File: src/rtl/fetch_pkg.sv
// fetch_pkg: constants and types shared by the fetch stage and the decode
// controller.
//   - fetch_state_t       : fetch state machine states (RUN, HALTED)
//   - NOP_INSTR_DEFAULT   : bubble instruction (addi x0,x0,0)
//   - RESET_PC_DEFAULT    : PC after reset
//   - OP_*                : 7-bit opcode field values decoded by the controller
package fetch_pkg;

  typedef enum logic [0:0] {
    RUN    = 1'b0,
    HALTED = 1'b1
  } fetch_state_t;

  localparam logic [31:0] NOP_INSTR_DEFAULT = 32'h0000_0013;
  localparam logic [31:0] RESET_PC_DEFAULT  = 32'h0000_0000;

  localparam logic [6:0] OP_RTYPE  = 7'b0110011;
  localparam logic [6:0] OP_ITYPE  = 7'b0010011;
  localparam logic [6:0] OP_LOAD   = 7'b0000011;
  localparam logic [6:0] OP_STORE  = 7'b0100011;
  localparam logic [6:0] OP_BRANCH = 7'b1100011;
  localparam logic [6:0] OP_JAL    = 7'b1101111;
  localparam logic [6:0] OP_JALR   = 7'b1100111;
  localparam logic [6:0] OP_HALT   = 7'b1111111;

endpackage

File: src/rtl/instr_fetch_unit_if.sv
// instr_fetch_unit_if: every non-clock signal of the fetch stage.
//   Control from decode/execute : stall, redirect_valid, redirect_pc, halt_req
//   Instruction memory          : imem_addr (out of fetch), imem_rdata (into fetch)
//   IF/ID to decode             : if_pc, if_pc_plus4, if_instr, if_valid
//   Status                      : halted, fetch_count
// Modports: slave = the fetch unit, master = the pipeline/memory side.
interface instr_fetch_unit_if #(
  parameter int IMEM_AW = 8
);
  logic               stall;
  logic               redirect_valid;
  logic [31:0]        redirect_pc;
  logic               halt_req;
  logic [IMEM_AW-1:0] imem_addr;
  logic [31:0]        imem_rdata;
  logic [31:0]        if_pc;
  logic [31:0]        if_pc_plus4;
  logic [31:0]        if_instr;
  logic               if_valid;
  logic               halted;
  logic [31:0]        fetch_count;

  modport slave (
    input  stall, redirect_valid, redirect_pc, halt_req, imem_rdata,
    output imem_addr, if_pc, if_pc_plus4, if_instr, if_valid, halted, fetch_count
  );

  modport master (
    output stall, redirect_valid, redirect_pc, halt_req, imem_rdata,
    input  imem_addr, if_pc, if_pc_plus4, if_instr, if_valid, halted, fetch_count
  );
endinterface

File: src/rtl/if_id_reg.sv
// if_id_reg: IF/ID pipeline register.
//   clk, reset (async, active-high)
//   load     : capture pc_in / pc_in+4 / instr_in, mark valid
//   flush    : replace instruction with the bubble, mark invalid (wins over load)
//   neither  : hold
//   if_pc, if_pc_plus4, if_instr, if_valid : register contents
module if_id_reg #(
  parameter logic [31:0] BUBBLE = 32'h0000_0013
) (
  input  logic        clk,
  input  logic        reset,
  input  logic        load,
  input  logic        flush,
  input  logic [31:0] pc_in,
  input  logic [31:0] instr_in,
  output logic [31:0] if_pc,
  output logic [31:0] if_pc_plus4,
  output logic [31:0] if_instr,
  output logic        if_valid
);

  always_ff @(posedge clk or posedge reset) begin
    if (reset) begin
      if_pc       <= 32'h0;
      if_pc_plus4 <= 32'h4;
      if_instr    <= BUBBLE;
      if_valid    <= 1'b0;
    end else if (flush) begin
      // PC fields keep their last value; only the instruction becomes a bubble.
      if_instr    <= BUBBLE;
      if_valid    <= 1'b0;
    end else if (load) begin
      if_pc       <= pc_in;
      if_pc_plus4 <= pc_in + 32'd4;
      if_instr    <= instr_in;
      if_valid    <= 1'b1;
    end
  end

endmodule

File: src/rtl/instr_fetch_unit.sv
// instr_fetch_unit: fetch stage. Owns the PC and the RUN/HALTED state machine,
// addresses instruction memory combinationally and loads the IF/ID register.
//   clk, reset : clock (rising edge), asynchronous active-high reset
//   bus        : instr_fetch_unit_if.slave (control in, imem, IF/ID out, status)
// Parameters: IMEM_AW (imem word-address width), RESET_PC, NOP_INSTR.
// Build option: define FETCH_COUNT_EN to get a fetched-instruction counter on
// fetch_count; without it fetch_count is constant zero.
module instr_fetch_unit
  import fetch_pkg::*;
#(
  parameter int          IMEM_AW   = 8,
  parameter logic [31:0] RESET_PC  = RESET_PC_DEFAULT,
  parameter logic [31:0] NOP_INSTR = NOP_INSTR_DEFAULT
) (
  input  logic               clk,
  input  logic               reset,
  instr_fetch_unit_if.slave  bus
);

  fetch_state_t state;
  logic [31:0]  pc;
  logic         running;
  logic         halt_take;
  logic         ifid_load;
  logic         ifid_flush;

  assign running   = (state == RUN);
  // A halt request only counts for a real instruction; bubbles never halt.
  assign halt_take = bus.halt_req & bus.if_valid;
  // Redirect beats halt (halt is on the wrong path) and both beat stall.
  assign ifid_flush = running & (bus.redirect_valid | halt_take);
  assign ifid_load  = running & ~bus.redirect_valid & ~halt_take & ~bus.stall;

  assign bus.imem_addr = pc[IMEM_AW+1:2];

  always_ff @(posedge clk or posedge reset) begin
    if (reset) begin
      state      <= RUN;
      pc         <= RESET_PC;
      bus.halted <= 1'b0;
    end else begin
      case (state)
        RUN: begin
          if (bus.redirect_valid) begin
            pc <= bus.redirect_pc & ~32'd3;
          end else if (halt_take) begin
            state      <= HALTED;
            bus.halted <= 1'b1;
          end else if (!bus.stall) begin
            pc <= pc + 32'd4;
          end
        end
        HALTED: begin
          // Frozen until reset.
        end
        default: state <= RUN;
      endcase
    end
  end

  if_id_reg #(
    .BUBBLE (NOP_INSTR)
  ) u_if_id (
    .clk         (clk),
    .reset       (reset),
    .load        (ifid_load),
    .flush       (ifid_flush),
    .pc_in       (pc),
    .instr_in    (bus.imem_rdata),
    .if_pc       (bus.if_pc),
    .if_pc_plus4 (bus.if_pc_plus4),
    .if_instr    (bus.if_instr),
    .if_valid    (bus.if_valid)
  );

`ifdef FETCH_COUNT_EN
  logic [31:0] count;

  always_ff @(posedge clk or posedge reset) begin
    if (reset) begin
      count <= 32'h0;
    end else if (ifid_load) begin
      count <= count + 32'd1;
    end
  end

  assign bus.fetch_count = count;
`else
  assign bus.fetch_count = 32'h0;
`endif

endmodule
File: src/flat_wrapper.sv
// flat-port wrapper written by rule: the top's interface ports become plain ports
module instr_fetch_unit_flat import fetch_pkg::*;
#(
  parameter int          IMEM_AW   = 8,
  parameter logic [31:0] RESET_PC  = RESET_PC_DEFAULT,
  parameter logic [31:0] NOP_INSTR = NOP_INSTR_DEFAULT
)
  (clk, reset, bus_stall, bus_redirect_valid, bus_redirect_pc, bus_halt_req, bus_imem_rdata, bus_imem_addr, bus_if_pc, bus_if_pc_plus4, bus_if_instr, bus_if_valid, bus_halted, bus_fetch_count);
  instr_fetch_unit_if #(.IMEM_AW(IMEM_AW)) bus_i ();
  input  logic clk;
  input  logic reset;
  input wire logic [$bits(bus_i.stall)-1:0] bus_stall;
  input wire logic [$bits(bus_i.redirect_valid)-1:0] bus_redirect_valid;
  input wire logic [$bits(bus_i.redirect_pc)-1:0] bus_redirect_pc;
  input wire logic [$bits(bus_i.halt_req)-1:0] bus_halt_req;
  input wire logic [$bits(bus_i.imem_rdata)-1:0] bus_imem_rdata;
  output wire logic [$bits(bus_i.imem_addr)-1:0] bus_imem_addr;
  output wire logic [$bits(bus_i.if_pc)-1:0] bus_if_pc;
  output wire logic [$bits(bus_i.if_pc_plus4)-1:0] bus_if_pc_plus4;
  output wire logic [$bits(bus_i.if_instr)-1:0] bus_if_instr;
  output wire logic [$bits(bus_i.if_valid)-1:0] bus_if_valid;
  output wire logic [$bits(bus_i.halted)-1:0] bus_halted;
  output wire logic [$bits(bus_i.fetch_count)-1:0] bus_fetch_count;
  assign bus_i.stall = bus_stall;
  assign bus_i.redirect_valid = bus_redirect_valid;
  assign bus_i.redirect_pc = bus_redirect_pc;
  assign bus_i.halt_req = bus_halt_req;
  assign bus_i.imem_rdata = bus_imem_rdata;
  assign bus_imem_addr = bus_i.imem_addr;
  assign bus_if_pc = bus_i.if_pc;
  assign bus_if_pc_plus4 = bus_i.if_pc_plus4;
  assign bus_if_instr = bus_i.if_instr;
  assign bus_if_valid = bus_i.if_valid;
  assign bus_halted = bus_i.halted;
  assign bus_fetch_count = bus_i.fetch_count;
  instr_fetch_unit #(.IMEM_AW(IMEM_AW), .RESET_PC(RESET_PC), .NOP_INSTR(NOP_INSTR)) u_core (.clk(clk), .reset(reset), .bus(bus_i));
endmodule
File: config.mk
export PLATFORM = sky130hd
export DESIGN_NAME = instr_fetch_unit_flat
export DESIGN_NICKNAME = d
export VERILOG_FILES = /design/src/rtl/fetch_pkg.sv /design/src/rtl/instr_fetch_unit_if.sv /design/src/rtl/if_id_reg.sv /design/src/rtl/instr_fetch_unit.sv /design/src/flat_wrapper.sv
export SDC_FILE = /design/constraint.sdc
export NUM_CORES = 1
export LEC_CHECK = 0
export ABC_CLOCK_PERIOD_IN_PS = 10220
export CAP_MARGIN = 10
export CORE_ASPECT_RATIO = 0.5
export CORE_MARGIN = 2
export CORE_UTILIZATION = 49
export DETAILED_ROUTE_END_ITERATION = 8
export PLACE_DENSITY = 0.94
export SLEW_MARGIN = 0
export SYNTH_ARGS = -nofsm -noshare
export SYNTH_HDL_FRONTEND = slang
export SYNTH_SLANG_ARGS = --single-unit
File: constraint.sdc
create_clock -name clk -period 10.22 [get_ports clk]
set_input_delay 2.044 -clock clk [delete_from_list [all_inputs] [get_ports clk]]
set_output_delay 2.044 -clock clk [all_outputs]
set_load 0.01 [all_outputs]
== Word level (Yosys, flattened, before mapping) ==
Cells that the tools add are included.

* Bits in registers: 131
* Output and inout port bits: 138
* Logic and storage cells: 35

* Add/sub/neg operators: 1
* Equal/unequal tests: 2
* Multiplexer cells: 10
* Bitwise operators: 11
* Reductions and logical operators: 4

{| class="wikitable"
|+ Operators by type and width
! operator !! number
|-
| 32-bit two-way mux || 5
|-
| 32-bit by 3-bit adder with 32-bit output (second input constant) || 1
|-
| 3-bit AND reduction || 2
|-
| 1-bit bitwise AND || 5
|-
| 1-bit two-way mux || 5
|-
| 1-bit inverter || 5
|-
| 2-bit by 1-bit inequality test with 1-bit output (second input constant) || 1
|-
| 2-bit inequality test (second input constant) || 1
|-
| 2-bit AND reduction || 1
|-
| 2-bit nonzero test || 1
|-
| 1-bit OR || 1
|}

== Longest topological paths before layout ==
Gate-level depths: netlist of the first run.

* Word-level depth: 6
* Gate-level depth with buffers: 8
* Gate-level depth less buffers: 6

== Modules after synthesis ==
Synthesis of the first run repeated with hierarchy kept, for this count alone.

* Cells, all modules: 728
* Area, all modules: 6685.2 µm²

{| class="wikitable"
|+ Modules (own cells, without submodules)
! module !! times used !! cells an instance !! area an instance (µm²) !! sequential area each (µm²)
|-
| if_id_reg || 1 || 436 || 4240.3 || 2382.3
|-
| instr_fetch_unit || 1 || 292 || 2444.8 || 800.8
|}

== Worst setup path before layout of the first run ==
OpenSTA, ideal clock, no wires.

* Path type: input-to-reg
* From: in bus_redirect_valid
* To: reg u_core.u_if_id.if_instr[10]
* Library setup time: 121 ps
* Data arrival time: 3262 ps
* Path slack: 6837 ps
* Cell stages on the path: 7
* Path buffers: 3
* Path through: buf_2 -> a21oi_1 -> or2_2 -> and2_1 -> buf_2 -> buf_1 -> a22o_1

* Word-level cells in the longest chain between the ends: 5
* Elaborated cells between the ends (all ways): 8
* Classes of those cells: 1 x mux; 6 x bitwise; 1 x reduce/logical

{| class="wikitable"
|+ RTL lines
! what !! RTL line !! text
|-
| from (decl) || flat_wrapper.sv:13 || <nowiki>input wire logic [$bits(bus_i.redirect_valid)-1:0] bus_redirect_valid;</nowiki>
|-
| 1-bit inverter || instr_fetch_unit.sv:32 || <nowiki>assign ifid_load = running & ~bus.redirect_valid & ~halt_take & ~bus.stall;</nowiki>
|-
| 1-bit bitwise AND (3 in series) || instr_fetch_unit.sv:32 ||
|-
| 2-bit nonzero test (no source line) || n/a ||
|-
| to (signal assigned) || if_id_reg.sv:35 || <nowiki>if_instr <= instr_in;</nowiki>
|-
| to (decl) || if_id_reg.sv:18 || <nowiki>output logic [31:0] if_instr,</nowiki>
|}

Parallel ways exist; a longest one is shown, timed or not.
A chain may end at the register's enable or synchronous reset.

== Worst setup path after layout of the first run ==
* From: in bus_redirect_valid
* To: reg u_core.u_if_id.if_pc_plus4[16]

* Word-level cells in the longest chain between the ends: 5
* Elaborated cells between the ends (all ways): 8
* Classes of those cells: 7 x bitwise; 1 x reduce/logical

{| class="wikitable"
|+ RTL lines
! what !! RTL line !! text
|-
| 1-bit inverter || instr_fetch_unit.sv:32 ||
|-
| 1-bit bitwise AND (3 in series) || instr_fetch_unit.sv:32 ||
|-
| 2-bit AND reduction (no source line) * || n/a ||
|-
| to (signal assigned) || if_id_reg.sv:34 || <nowiki>if_pc_plus4 <= pc_in + 32'd4;</nowiki>
|-
| to (decl) || if_id_reg.sv:17 || <nowiki>output logic [31:0] if_pc_plus4,</nowiki>
|}

Every way passes the cells marked *; elsewhere a longest branch is shown, timed or not.

==> summary.md, run 1 <==
| Metric | Value |
|---|---|
| RR Startpoint | `u_core.pc[2]$_DFFE_PP0P_` |
| Tmin final | `4.58 ns` |
| Pre-antenna DRT Iters | `9` |
| Slew HR | `0.287` |
| CP required | `10.57 ns` |
| Max-cap violations | `0` |
| Hold Path Sink | `u_core.u_if_id.if_pc[24]$_DFFE_PP0P_` |
| Root Buffer | `clkbuf_16` |
| Synth area leader | `dfrtp_1` |
| Crit-path max cell delay | `0.74 ns` |
| Fin Clk Skew | `0.0103 ns` |
| Slew @ Worst Pin | `1.07 ns` |
| CORE AREA | `11800 um2` |
| # rows | `28` |
| Chip Height | `81.8 um` |
| WP buf/inv | `4` |
| Hold Path Origin | `u_core.u_if_id.if_pc[24]$_DFFE_PP0P_` |
| WL final | `16.6 mm` |
| Arr. time, crit path | `4.93 ns` |
| Worst-path clk slew | `0.06 ns` |
| Nets | `832` |
| Delay-heaviest family, CP | `buffers and inverters` |
| Synthesized area per cell | `9.51 um2` |
| Number of port buffers | `168` |
| Reg2reg path depth | `6` |
| Setup Crit Path Kind | `in -> reg` |
| Endpoints failing setup | `0` |
| Top_reg_cell synth | `dfrtp_1` |
| Hold path cells | `2` |
| Die area | `13100 um2` |
| Crit path launch type | `input pin` |
| Worst-path fanout max | `46` |
| PwrDens | `280 nW/um2` |
| Via density | `5.67` |
| Status | `finished, final reports clean` |
| Commonest cells in the synthesized netlist | `137 x nand2_1, 121 x dfrtp_1, 48 x o21ai_0, 46 x buf_4, 44 x nand3_1` |
| Synth area leaders | `dfrtp_1 51%, nand2_1 8.7%, buf_4 5.8%` |
| Antenna violations before repair | `0` |
| Antenna-violating nets left | `0` |
| Starting density of the core | `0.503` |
| Leakage | `3.60 nW` |
| Layout fillers | `804` |
| Iteration-0 DRC Markers | `626` |
| Hold Buf Count CTS | `0` |
| RSZ-0062 raised after global routing | `no` |
| RePlAce Congestion | `0.833` |
| Wire length of the first global-routing pass | `26.3 mm` |
| Number of global-route vias before repair | `5198` |
| Crit path top cell by count | `buf_4` |
| Post-synth EDFFs | `0` |
| DR WL/cell | `17.7 um` |
| Final instance area | `8090 um2` |
| Hold Violations, Final | `0` |
| Max Fclk | `218 MHz` |
| Final max-slew violation count | `0` |
| Final period util | `0.448` |
| Grt ovf | `0` |
| Area Overhead vs Synth | `36.4%` |
| Die extent in x | `160 um` |
| Post-synth top area share | `0.510` |
| Clock tree buffer depth | `2` |
| Count leader, synth | `nand2_1` |
| Netlist Area Pre-Place | `5930 um2` |
| Via count | `5329` |
| Netlist cell types | `51` |
| VDD IR max | `0.141 mV` |
| Register-to-register setup slack | `7.61 ns` |
| Mapped Cells | `624` |
| Synth warn | `0` |
| Hold Path Class | `reg -> reg` |
| GR Util All Layers | `0.257` |
| # IOs | `207` |
| Diodes inserted | `0` |
| Placed cell areas | `7490 um2` |
| TritonCTS clock tree | `built` |
| Cts bufs inserted | `17` |
| Dpl hpwl | `10.6 mm` |
| Largest net degree at the start of global routing | `102` |
| Drt drc | `0` |
| Slowest CP cell | `and3_2` |
| Ordered list of cells on the worst path | `clkdlybuf4s50_1 -> buf_4 -> inv_1 -> and3_2 -> buf_4 -> nand2_1 -> nor2_1 -> a211o_1` |
| Number of setup buffers added after CTS | `0` |
| H-tree depth | `4` |
| CP Capture Type | `flop` |
| Worst-Skew Late Latency | `0.41 ns` |
| Share of layout cells above drive strength 1 | `0.0632` |
| Resized cells post-CTS | `0` |
| CTS Sinks | `125` |
| Number of synthesized register bits | `125` |
| Seq/Total Area, Yosys | `0.528` |
| TNS Setup | `0 ns` |
| R2r endpoint | `u_core.u_if_id.if_pc_plus4[24]$_DFFE_PP0P_` |
| Ys async rst share | `1.00` |
## layout by cell type, fill, tap and decap left out, types with 3 or more instances in the layout
master and n:
buf_4 5, clkbuf_16 17, nor2_1 19, dfstp_2 4, and3_1 9, or3_1 7
nand2_1 136, clkinv_2 3, clkdlybuf4s50_1 168, a21oi_1 13, xnor2_1 12, bufinv_16 4
nand3_1 44, o21ai_0 48, o21a_1 3, xor2_1 9, nor3_1 6, clkbuf_1 4
a22oi_1 13, a22o_1 31, o22ai_1 3, inv_1 6, o311ai_0 3, dfrtp_1 121
conb_1 36, nand4_1 8
## area by class of cell
class | instances | area, um2 | share of cell area
well taps | 165 | 206 | 0.0255
clock buffers | 21 | 440 | 0.0544
flip-flops and latches | 125 | 3130 | 0.387
repair buffers | 173 | 1720 | 0.212
clock inverters | 11 | 168 | 0.0207
inverters | 7 | 28.8 | 0.00356
multi-input cells | 438 | 2400 | 0.296
## worst min-delay path, cell delays in order (launching register included)
cell	delay, ns
dfrtp_1	0.34
nand2_1	0.05
nand2_1	0.05
## cell families (layout without fill, tap and decap cells)
family,Yosys count,count (layout),synth area share
AND/OR/NAND/NOR,246,246,0.194
AO/OA/AOI/OAI,132,132,0.150
flip-flops,125,125,0.528
buffers and inverters,96,212,0.0913
XOR/XNOR,21,21,0.0310
multiplexers,2,2,0.00337
adder cells (fa/ha/maj),1,1,0.00211
other,1,36,0.000632
## sequential cells by signal (all words and copies together), names as in the netlist
name / flops
u_core.u_if_id.if_instr: 32
u_core.pc: 30
u_core.u_if_id.if_pc: 30
u_core.u_if_id.if_pc_plus4: 30
u_core.bus.halted: 1
u_core.state: 1
u_core.u_if_id.if_valid: 1
## power by group
part	switching, W	leakage, nW	total, W	internal, W
Clock	0.000223	0.291	0.000631	0.000407
Combinational	0.000338	1.78	0.000762	0.000425
Sequential	0.000178	1.54	0.000869	0.000691
## layer usage
layer / vias up / share of wire / track usage
met5: - / 0 / 0
met4: 0 / 0.039 / 0.151
met3: 76 / 0.083 / 0.0672
met2: 345 / 0.48 / 0.430
met1: 2558 / 0.40 / 0.310
li1: 2350 / - / -
## how the worst max path moves through the flow
stage | start | to | slack [ns] | depth (start not counted)
2_1_floorplan | reset | u_core.bus.halted$_DFFE_PP0P_ | 4.86 | 1
3_3_place_gp | bus_redirect_valid | u_core.u_if_id.if_pc_plus4[16]$_DFFE_PP0P_ | 5.35 | 8
3_5_place_dp | bus_redirect_valid | u_core.u_if_id.if_pc_plus4[16]$_DFFE_PP0P_ | 5.24 | 8
4_1_cts | bus_redirect_valid | u_core.u_if_id.if_pc_plus4[16]$_DFFE_PP0P_ | 5.70 | 8
5_1_grt | bus_redirect_valid | u_core.u_if_id.if_pc_plus4[16]$_DFFE_PP0P_ | 5.44 | 8
6_report | bus_redirect_valid | u_core.u_if_id.if_pc_plus4[16]$_DFFE_PP0P_ | 5.64 | 8
## metrics by stage
stage	total power [W]	instances	hold WS [ns]	setup slack, ns	utilization
detailed placement	0.00162	908	0.462	5.24	0.634
finish	0.00226	940	0.475	5.64	0.686
global route	0.00237	940	0.498	5.44	0.686
global placement	0.00158	908	0.453	5.35	0.634
CTS	0.00226	940	0.477	5.70	0.686
floorplan	0.00120	659	0.486	4.86	-
Note: power is estimated with default switching activity, not from simulation.
==> run 2: changes to the inputs <==
--- a/config.mk
+++ b/config.mk
@@ -5,13 +5,13 @@
 export SDC_FILE = /design/constraint.sdc
 export NUM_CORES = 1
 export LEC_CHECK = 0
-export ABC_CLOCK_PERIOD_IN_PS = 10220
+export ABC_CLOCK_PERIOD_IN_PS = 4100
 export CAP_MARGIN = 10
 export CORE_ASPECT_RATIO = 0.5
 export CORE_MARGIN = 2
-export CORE_UTILIZATION = 49
+export CORE_UTILIZATION = 41
 export DETAILED_ROUTE_END_ITERATION = 8
-export PLACE_DENSITY = 0.94
+export PLACE_DENSITY = 0.85
 export SLEW_MARGIN = 0
 export SYNTH_ARGS = -nofsm -noshare
 export SYNTH_HDL_FRONTEND = slang
==> constraint.sdc (replaced) <==
create_clock -name clk -period 4.1 [get_ports clk]
set_input_delay 0.82 -clock clk [delete_from_list [all_inputs] [get_ports clk]]
set_output_delay 0.82 -clock clk [all_outputs]
set_load 0.01 [all_outputs]
==> run 2 against run 1 <==
Net effect:
- clock power rose by 130%
- final cell count grew 4.0%
- die area grew 19%
- global-route usage shrank 5.4 points
- critical endpoint is now u_core.pc[20]$_DFFE_PP0P_
- sequential cell count is the same
- register-to-register slack worse by 6.2 ns
- wire length down 3.8%
- critical path type unchanged
==> summary.md, run 2 (synthesized netlist as in run 1, its figures left out) <==
| Metric | Value |
|---|---|
| Status | `finished, final reports clean (unchanged)` |
| Hold Path Class | `reg -> reg (unchanged)` |
| Endpoints failing setup | `0 (unchanged)` |
| GR Util All Layers | `0.203 (was 0.257)` |
| Setup Crit Path Kind | `in -> reg (unchanged)` |
| Slew HR | `0.273 (was 0.287)` |
| # IOs | `207 (unchanged)` |
| Iteration-0 DRC Markers | `422 (was 626)` |
| Critical Path Source | `bus_redirect_valid (unchanged)` |
| Final period util | `0.658` |
| Die area | `15500 um2 (was 13100 um2)` |
| Slowest CP cell | `buf_4 (was and3_2)` |
| Pre-antenna DRT Iters | `5 (was 9)` |
| DR WL/cell | `16.3 um (was 17.7 um)` |
| R2r endpoint | `u_core.pc[24]$_DFFE_PP0P_ (was u_core.u_if_id.if_pc_plus4[24]$_DFFE_PP0P_)` |
| Via density | `5.18 (was 5.67)` |
| Hold Buf Count CTS | `0 (unchanged)` |
| Antenna-violating nets left | `0 (unchanged)` |
| Number of global-route vias before repair | `4922 (was 5198)` |
| PwrDens | `675 nW/um2 (was 280 nW/um2)` |
| Ordered list of cells on the worst path | `clkdlybuf4s50_1 -> buf_4 -> a21oi_1 -> nand2_2 -> buf_4 -> nor2_1 -> a22o_1 -> a21o_1 (was clkdlybuf4s50_1 -> buf_4 -> inv_1 -> and3_2 -> buf_4 -> nand2_1 -> nor2_1 -> a211o_1)` |
| RePlAce Congestion | `0.822 (was 0.833)` |
| Leakage | `3.61 nW (was 3.60 nW)` |
| TritonCTS clock tree | `built (unchanged)` |
| CTS Sinks | `125 (unchanged)` |
| Placed cell areas | `7580 um2 (was 7490 um2)` |
| Top reg by flops | `u_core.u_if_id.if_instr (unchanged)` |
| Clock tree buffer depth | `2 (unchanged)` |
| Commonest non-fill, non-tap cell in the layout | `clkdlybuf4s50_1 (unchanged)` |
| RR Startpoint | `u_core.pc[2]$_DFFE_PP0P_ (unchanged)` |
| CP required | `4.41 ns (was 10.57 ns)` |
| Root Buffer | `clkbuf_16 (unchanged)` |
| CORE AREA | `14300 um2 (was 11800 um2)` |
| Met2 GRT Util | `0.351 (was 0.430)` |
| Chip Height | `89.1 um (was 81.8 um)` |
| VDD IR max | `0.267 mV (was 0.141 mV)` |
| Max FFs per register | `32 (unchanged)` |
| Reg2reg path depth | `6 (unchanged)` |
| Share of layout cells above drive strength 1 | `0.0731 (was 0.0632)` |
| CP Capture Type | `flop (unchanged)` |
| Via count | `5067 (was 5329)` |
| Resized cells post-CTS | `0 (unchanged)` |
| Arr. time, crit path | `3.01 ns (was 4.93 ns)` |
| Routing usage on met1 | `0.249 (was 0.310)` |
| Worst-Skew Late Latency | `0.42 ns (was 0.41 ns)` |
| Dpl hpwl | `10.6 mm (about the same)` |
| Tmin final | `2.70 ns` |
| Crit path top cell by count | `buf_4 (unchanged)` |
| Register-to-register setup slack | `1.45 ns (was 7.61 ns)` |
| Cts bufs inserted | `17 (unchanged)` |
| Area Overhead vs Synth | `37.4% (was 36.4%)` |
| Drt drc | `0 (unchanged)` |
| # rows | `31 (was 28)` |
| Final max-slew violation count | `0 (unchanged)` |
| TNS Setup | `0 ns (unchanged)` |
| Largest net degree at the start of global routing | `126 (was 102)` |
| WL final | `16.0 mm (was 16.6 mm)` |
| Slew @ Worst Pin | `1.09 ns (was 1.07 ns)` |
| Worst-path fanout max | `101 (was 46)` |
| Grt ovf | `0 (unchanged)` |
| Max-cap violations | `0 (unchanged)` |
| Grt peak-use layer | `met2 (unchanged)` |
| Diodes inserted | `0 (unchanged)` |
| Crit path launch type | `input pin (unchanged)` |
| RSZ-0062 raised after global routing | `no (unchanged)` |
| GRT met3 Usage | `0.0340 (was 0.0672)` |
| Number of port buffers | `168 (unchanged)` |
| Starting density of the core | `0.415 (was 0.503)` |
| Crit-path max cell delay | `0.70 ns (was 0.74 ns)` |
| Max Fclk | `371 MHz` |
| Die extent in x | `174 um (was 160 um)` |
| CP endpoint | `u_core.pc[20]$_DFFE_PP0P_ (was u_core.u_if_id.if_pc_plus4[16]$_DFFE_PP0P_)` |
| Wire length of the first global-routing pass | `24.5 mm (was 26.3 mm)` |
| Final instance area | `8150 um2 (was 8090 um2)` |
| Hold Violations, Final | `0 (unchanged)` |
| Antenna violations before repair | `0 (unchanged)` |
| Fin Clk Skew | `0.00900 ns (was 0.0103 ns)` |
| Worst-path clk slew | `0.06 ns (about the same)` |
| Number of setup buffers added after CTS | `0 (unchanged)` |
| H-tree depth | `4 (unchanged)` |
| Nets | `837 (was 832)` |
| Most frequent cells in the layout | `168 x clkdlybuf4s50_1, 136 x nand2_1, 121 x dfrtp_1 (unchanged)` |
## run 2: cell count changes in the layout (fill, tap and decap cells not counted)
cell	previous run	this run
clkinv_4	2	4
inv_6	0	1
clkbuf_1	4	1
clkinvlp_4	2	4
buf_4	5	9
inv_4	1	0
bufinv_16	4	2
buf_12	0	1
clkinv_2	3	4
## run 2: worst max-delay path, delay by kind of cell
| kind | cells | cell delay, ns |
|---|---|---|
| buffers and inverters | 3 | 1.45 |
| AO/OA/AOI/OAI | 3 | 0.51 |
| AND/OR/NAND/NOR | 2 | 0.17 |
## run 2: final cells by class
class                      count  area, um2
clock buffer                  18        429
clock inverter                14        146
fill                        1147       6160
inverter                       7       30.0
multi-input combinational    438       2400
sequential                   125       3130
tap                          198        248
timing repair buffer         178       1770
## run 2: routing by layer
layer | wire (um) | vias to the layer above
met5 | 0 | -
met3 | 756 | 40
li1 | - | 2368
met2 | 7960 | 220
met4 | 535 | 0
met1 | 6720 | 2439
## run 2: report_power, final
group | switching, W | internal [W]
Combinational | 0.000817 | 0.00106
Sequential | 0.000424 | 0.00172
Clock | 0.000587 | 0.000894
Total | 0.00183 | 0.00368
## run 2: worst min path at each step
| stage | startpoint | to | slack, ns | cells after the start |
|---|---|---|---|---|
| 2_1_floorplan | u_core.pc[31]$_DFFE_PP0P_ | u_core.u_if_id.if_pc[31]$_DFFE_PP0P_ | 0.49 | 2 |
| 3_3_place_gp | u_core.bus.halted$_DFFE_PP0P_ | u_core.bus.halted$_DFFE_PP0P_ | 0.45 | 2 |
| 3_5_place_dp | u_core.u_if_id.if_pc[27]$_DFFE_PP0P_ | u_core.u_if_id.if_pc[27]$_DFFE_PP0P_ | 0.46 | 2 |
| 4_1_cts | u_core.u_if_id.if_pc[2]$_DFFE_PP0P_ | u_core.u_if_id.if_pc[2]$_DFFE_PP0P_ | 0.48 | 2 |
| 5_1_grt | u_core.u_if_id.if_pc[28]$_DFFE_PP0P_ | u_core.u_if_id.if_pc[28]$_DFFE_PP0P_ | 0.49 | 2 |
| 6_report | u_core.u_if_id.if_pc[18]$_DFFE_PP0P_ | u_core.u_if_id.if_pc[18]$_DFFE_PP0P_ | 0.48 | 2 |
## run 2: through the flow
step / setup slack, ns / hold WS (ns) / util / power (W) / std cells
floorplan: 1.74 / 0.486 / - / 0.00298 / 659
global placement: 1.05 / 0.451 / 0.530 / 0.00395 / 946
CTS: 1.39 / 0.478 / 0.570 / 0.00554 / 978
global route: 1.25 / 0.491 / 0.570 / 0.00579 / 978
finish: 1.40 / 0.475 / 0.570 / 0.00551 / 978
detailed placement: 1.01 / 0.463 / 0.530 / 0.00403 / 946
==> run 3: changes to the inputs <==
--- a/config.mk
+++ b/config.mk
@@ -5,13 +5,13 @@
 export SDC_FILE = /design/constraint.sdc
 export NUM_CORES = 1
 export LEC_CHECK = 0
-export ABC_CLOCK_PERIOD_IN_PS = 4100
+export ABC_CLOCK_PERIOD_IN_PS = 2600
 export CAP_MARGIN = 10
 export CORE_ASPECT_RATIO = 0.5
 export CORE_MARGIN = 2
-export CORE_UTILIZATION = 41
+export CORE_UTILIZATION = 46
 export DETAILED_ROUTE_END_ITERATION = 8
-export PLACE_DENSITY = 0.85
+export PLACE_DENSITY = 0.89
 export SLEW_MARGIN = 0
 export SYNTH_ARGS = -nofsm -noshare
 export SYNTH_HDL_FRONTEND = slang
==> constraint.sdc (replaced) <==
create_clock -name clk -period 2.6 [get_ports clk]
set_input_delay 0.52 -clock clk [delete_from_list [all_inputs] [get_ports clk]]
set_output_delay 0.52 -clock clk [all_outputs]
set_load 0.01 [all_outputs]
==> run 3 against run 2 <==
Net effect:
- first-iteration DRC count up 23%
- die area shrank 11%
- critical path depth shrank 1
- final cell count is 2.1% lower
- register-to-register slack worse by 1.1 ns
- worst setup slack worse by 1.1 ns
- hold slack worse by 0.12 ns
- critical endpoint is now u_core.pc[24]$_DFFE_PP0P_
==> summary.md, run 3 (synthesized netlist as in run 1, its figures left out) <==
| Metric | Value |
|---|---|
| Status | `finished, final reports clean (unchanged)` |
| Commonest non-fill, non-tap cell in the layout | `clkdlybuf4s50_1 (unchanged)` |
| Grt ovf | `0 (unchanged)` |
| Via count | `5246 (was 5067)` |
| Slew @ Worst Pin | `0.563 ns (was 1.09 ns)` |
| Wire length of the first global-routing pass | `25.4 mm (was 24.5 mm)` |
| Antenna violations before repair | `0 (unchanged)` |
| Max Fclk | `439 MHz` |
| Chip Height | `84.3 um (was 89.1 um)` |
| PwrDens | `1080 nW/um2 (was 675 nW/um2)` |
| Via density | `5.48 (was 5.18)` |
| Post-Layout Cell Count | `957 (was 978)` |
| Crit path launch type | `flop (was input pin)` |
| Placed cell areas | `7630 um2 (was 7580 um2)` |
| Clk network pwr share | `0.283 (was 0.269)` |
| Drt drc | `0 (unchanged)` |
| # rows | `29 (was 31)` |
| RSZ-0062 raised after global routing | `no (unchanged)` |
| Number of setup buffers added after CTS | `0 (unchanged)` |
| Largest net degree at the start of global routing | `66 (was 126)` |
| Top reg by flops | `u_core.u_if_id.if_instr (unchanged)` |
| P_int | `0.00604 W (was 0.00368 W)` |
| Gate power share | `0.333 (was 0.341)` |
| Leakage | `3.69 nW (was 3.61 nW)` |
| Hold Buf Count CTS | `0 (unchanged)` |
| Cts bufs inserted | `17 (unchanged)` |
| Arr. time, crit path | `2.58 ns (was 3.01 ns)` |
| VDD IR max | `0.555 mV (was 0.267 mV)` |
| Hold Path Class | `in -> async (was reg -> reg)` |
| Pre-antenna DRT Iters | `5 (unchanged)` |
| Layout fillers | `902 (was 1147)` |
| Die area | `13900 um2 (was 15500 um2)` |
| Area taken by multi-input logic gates | `2400 um2 (unchanged)` |
| R2r endpoint | `u_core.pc[24]$_DFFE_PP0P_ (unchanged)` |
| Starting density of the core | `0.470 (was 0.415)` |
| DR WL/cell | `16.8 um (was 16.3 um)` |
| Hold Violations, Final | `0 (unchanged)` |
| Slew HR | `0.622 (was 0.273)` |
| Switching share of power | `0.321 (was 0.332)` |
| Number of global-route vias before repair | `5103 (was 4922)` |
| Final period util | `0.876` |
| Register-to-register setup slack | `0.32 ns (was 1.45 ns)` |
| Resized cells post-CTS | `0 (unchanged)` |
| Antenna-violating nets left | `0 (unchanged)` |
| CP Capture Type | `flop (unchanged)` |
| Hold WS | `0.353 ns (was 0.475 ns)` |
| CTS Sinks | `125 (unchanged)` |
| Area Overhead vs Synth | `39.3% (was 37.4%)` |
| CP required | `2.90 ns (was 4.41 ns)` |
| Flop pwr share | `0.384 (was 0.390)` |
| Worst-path fanout max | `11 (was 101)` |
| Reg2reg path depth | `7 (was 6)` |
| Diodes inserted | `0 (unchanged)` |
| Nets | `844 (was 837)` |
| Setup Crit Path Kind | `reg -> reg (was in -> reg)` |
| Number of port buffers | `168 (unchanged)` |
| GR Util All Layers | `0.234 (was 0.203)` |
| Worst-path clk slew | `0.06 ns (about the same)` |
| H-tree depth | `4 (unchanged)` |
| Iteration-0 DRC Markers | `517 (was 422)` |
| RR Startpoint | `u_core.pc[2]$_DFFE_PP0P_ (unchanged)` |
| Final instance area | `8260 um2 (was 8150 um2)` |
| Placed Cells incl. Taps | `925 (was 946)` |
| Final max-slew violation count | `0 (unchanged)` |
| Max-cap violations | `0 (unchanged)` |
| Die extent in x | `165 um (was 174 um)` |
| TNS Setup | `0 ns (unchanged)` |
| Endpoints failing setup | `0 (unchanged)` |
| Sequential Area | `3130 um2 (unchanged)` |
| Clock tree buffer depth | `2 (unchanged)` |
| Dpl hpwl | `10.8 mm (was 10.6 mm)` |
| Fin Clk Skew | `0.00962 ns (was 0.00900 ns)` |
| Tmin final | `2.28 ns` |
| Most frequent cells in the layout | `168 x clkdlybuf4s50_1, 136 x nand2_1, 121 x dfrtp_1 (unchanged)` |
| WL final | `16.1 mm (was 16.0 mm)` |
| Worst-Skew Late Latency | `0.42 ns (about the same)` |
| Share of layout cells above drive strength 1 | `0.0813 (was 0.0731)` |
| NetSw | `0.00286 W (was 0.00183 W)` |
| TritonCTS clock tree | `built (unchanged)` |
| # IOs | `207 (unchanged)` |
| Total power | `0.00890 W (was 0.00551 W)` |
| CORE AREA | `12600 um2 (was 14300 um2)` |
| Root Buffer | `clkbuf_16 (unchanged)` |
| RePlAce Congestion | `0.837 (was 0.822)` |
| Max FFs per register | `32 (unchanged)` |
[run 3: cell count changes in the layout (fill, tap and decap cells not counted)]
cell / previous run / this run
bufinv_16: 2 / 3
buf_12: 1 / 4
clkinv_2: 4 / 2
buf_4: 9 / 13
clkinv_4: 4 / 2
clkinvlp_4: 4 / 3
clkbuf_8: 0 / 5
inv_6: 1 / 0
[run 3: worst max-delay path, cell delays in order (launching register included)]
cell and delay, ns:
dfrtp_1 0.52, ha_1 0.38, nand3_1 0.18, nor3_2 0.18, buf_4 0.20, nand4_1 0.18, a21o_1 0.22, a221o_1 0.30
[run 3: per-layer routing]
metal	routed length (um)	global-route usage
met1	6480	0.303
met2	7780	0.373
met3	1270	0.0529
met4	564	0.121
met5	0	0
[run 3: area by class of cell]
| class | count | share of cell area |
|---|---|---|
| Tap cell | 170 | 0.0257 |
| Sequential cell | 125 | 0.379 |
| Multi-Input combinational cell | 438 | 0.290 |
| Clock buffer | 23 | 0.0603 |
| Inverter | 7 | 0.00363 |
| Timing Repair Buffer | 185 | 0.225 |
| Clock inverter | 9 | 0.0160 |
[run 3: through the flow]
step	setup WS, ns	util
detailed placement	0.361	0.605
global route	0.213	0.654
global placement	0.397	0.605
floorplan	0.544	-
finish	0.323	0.654
CTS	0.373	0.654
[run 3: worst max-delay path by stage]
stage | from | endpoint | cells past startpoint
final | u_core.pc[2]$_DFFE_PP0P_ | u_core.pc[24]$_DFFE_PP0P_ | 7
after global routing | u_core.pc[4]$_DFFE_PP0P_ | u_core.pc[29]$_DFFE_PP0P_ | 4
after CTS | u_core.pc[2]$_DFFE_PP0P_ | u_core.pc[24]$_DFFE_PP0P_ | 7
after detailed placement | bus_redirect_valid | u_core.u_if_id.if_instr[24]$_DFFE_PP0P_ | 6
after global placement | bus_redirect_valid | u_core.u_if_id.if_instr[2]$_DFFE_PP0P_ | 6
after floorplan | reset | u_core.bus.halted$_DFFE_PP0P_ | 1
[run 3: power groups by stage]
stage                     sequential [W]  clock (W)  combinational, W
after floorplan                  0.00349          0           0.00121
after global placement           0.00336          0           0.00288
after detailed placement         0.00341          0           0.00296
after CTS                        0.00340    0.00253           0.00299
after global routing             0.00351    0.00261           0.00319
final                            0.00342    0.00251           0.00296
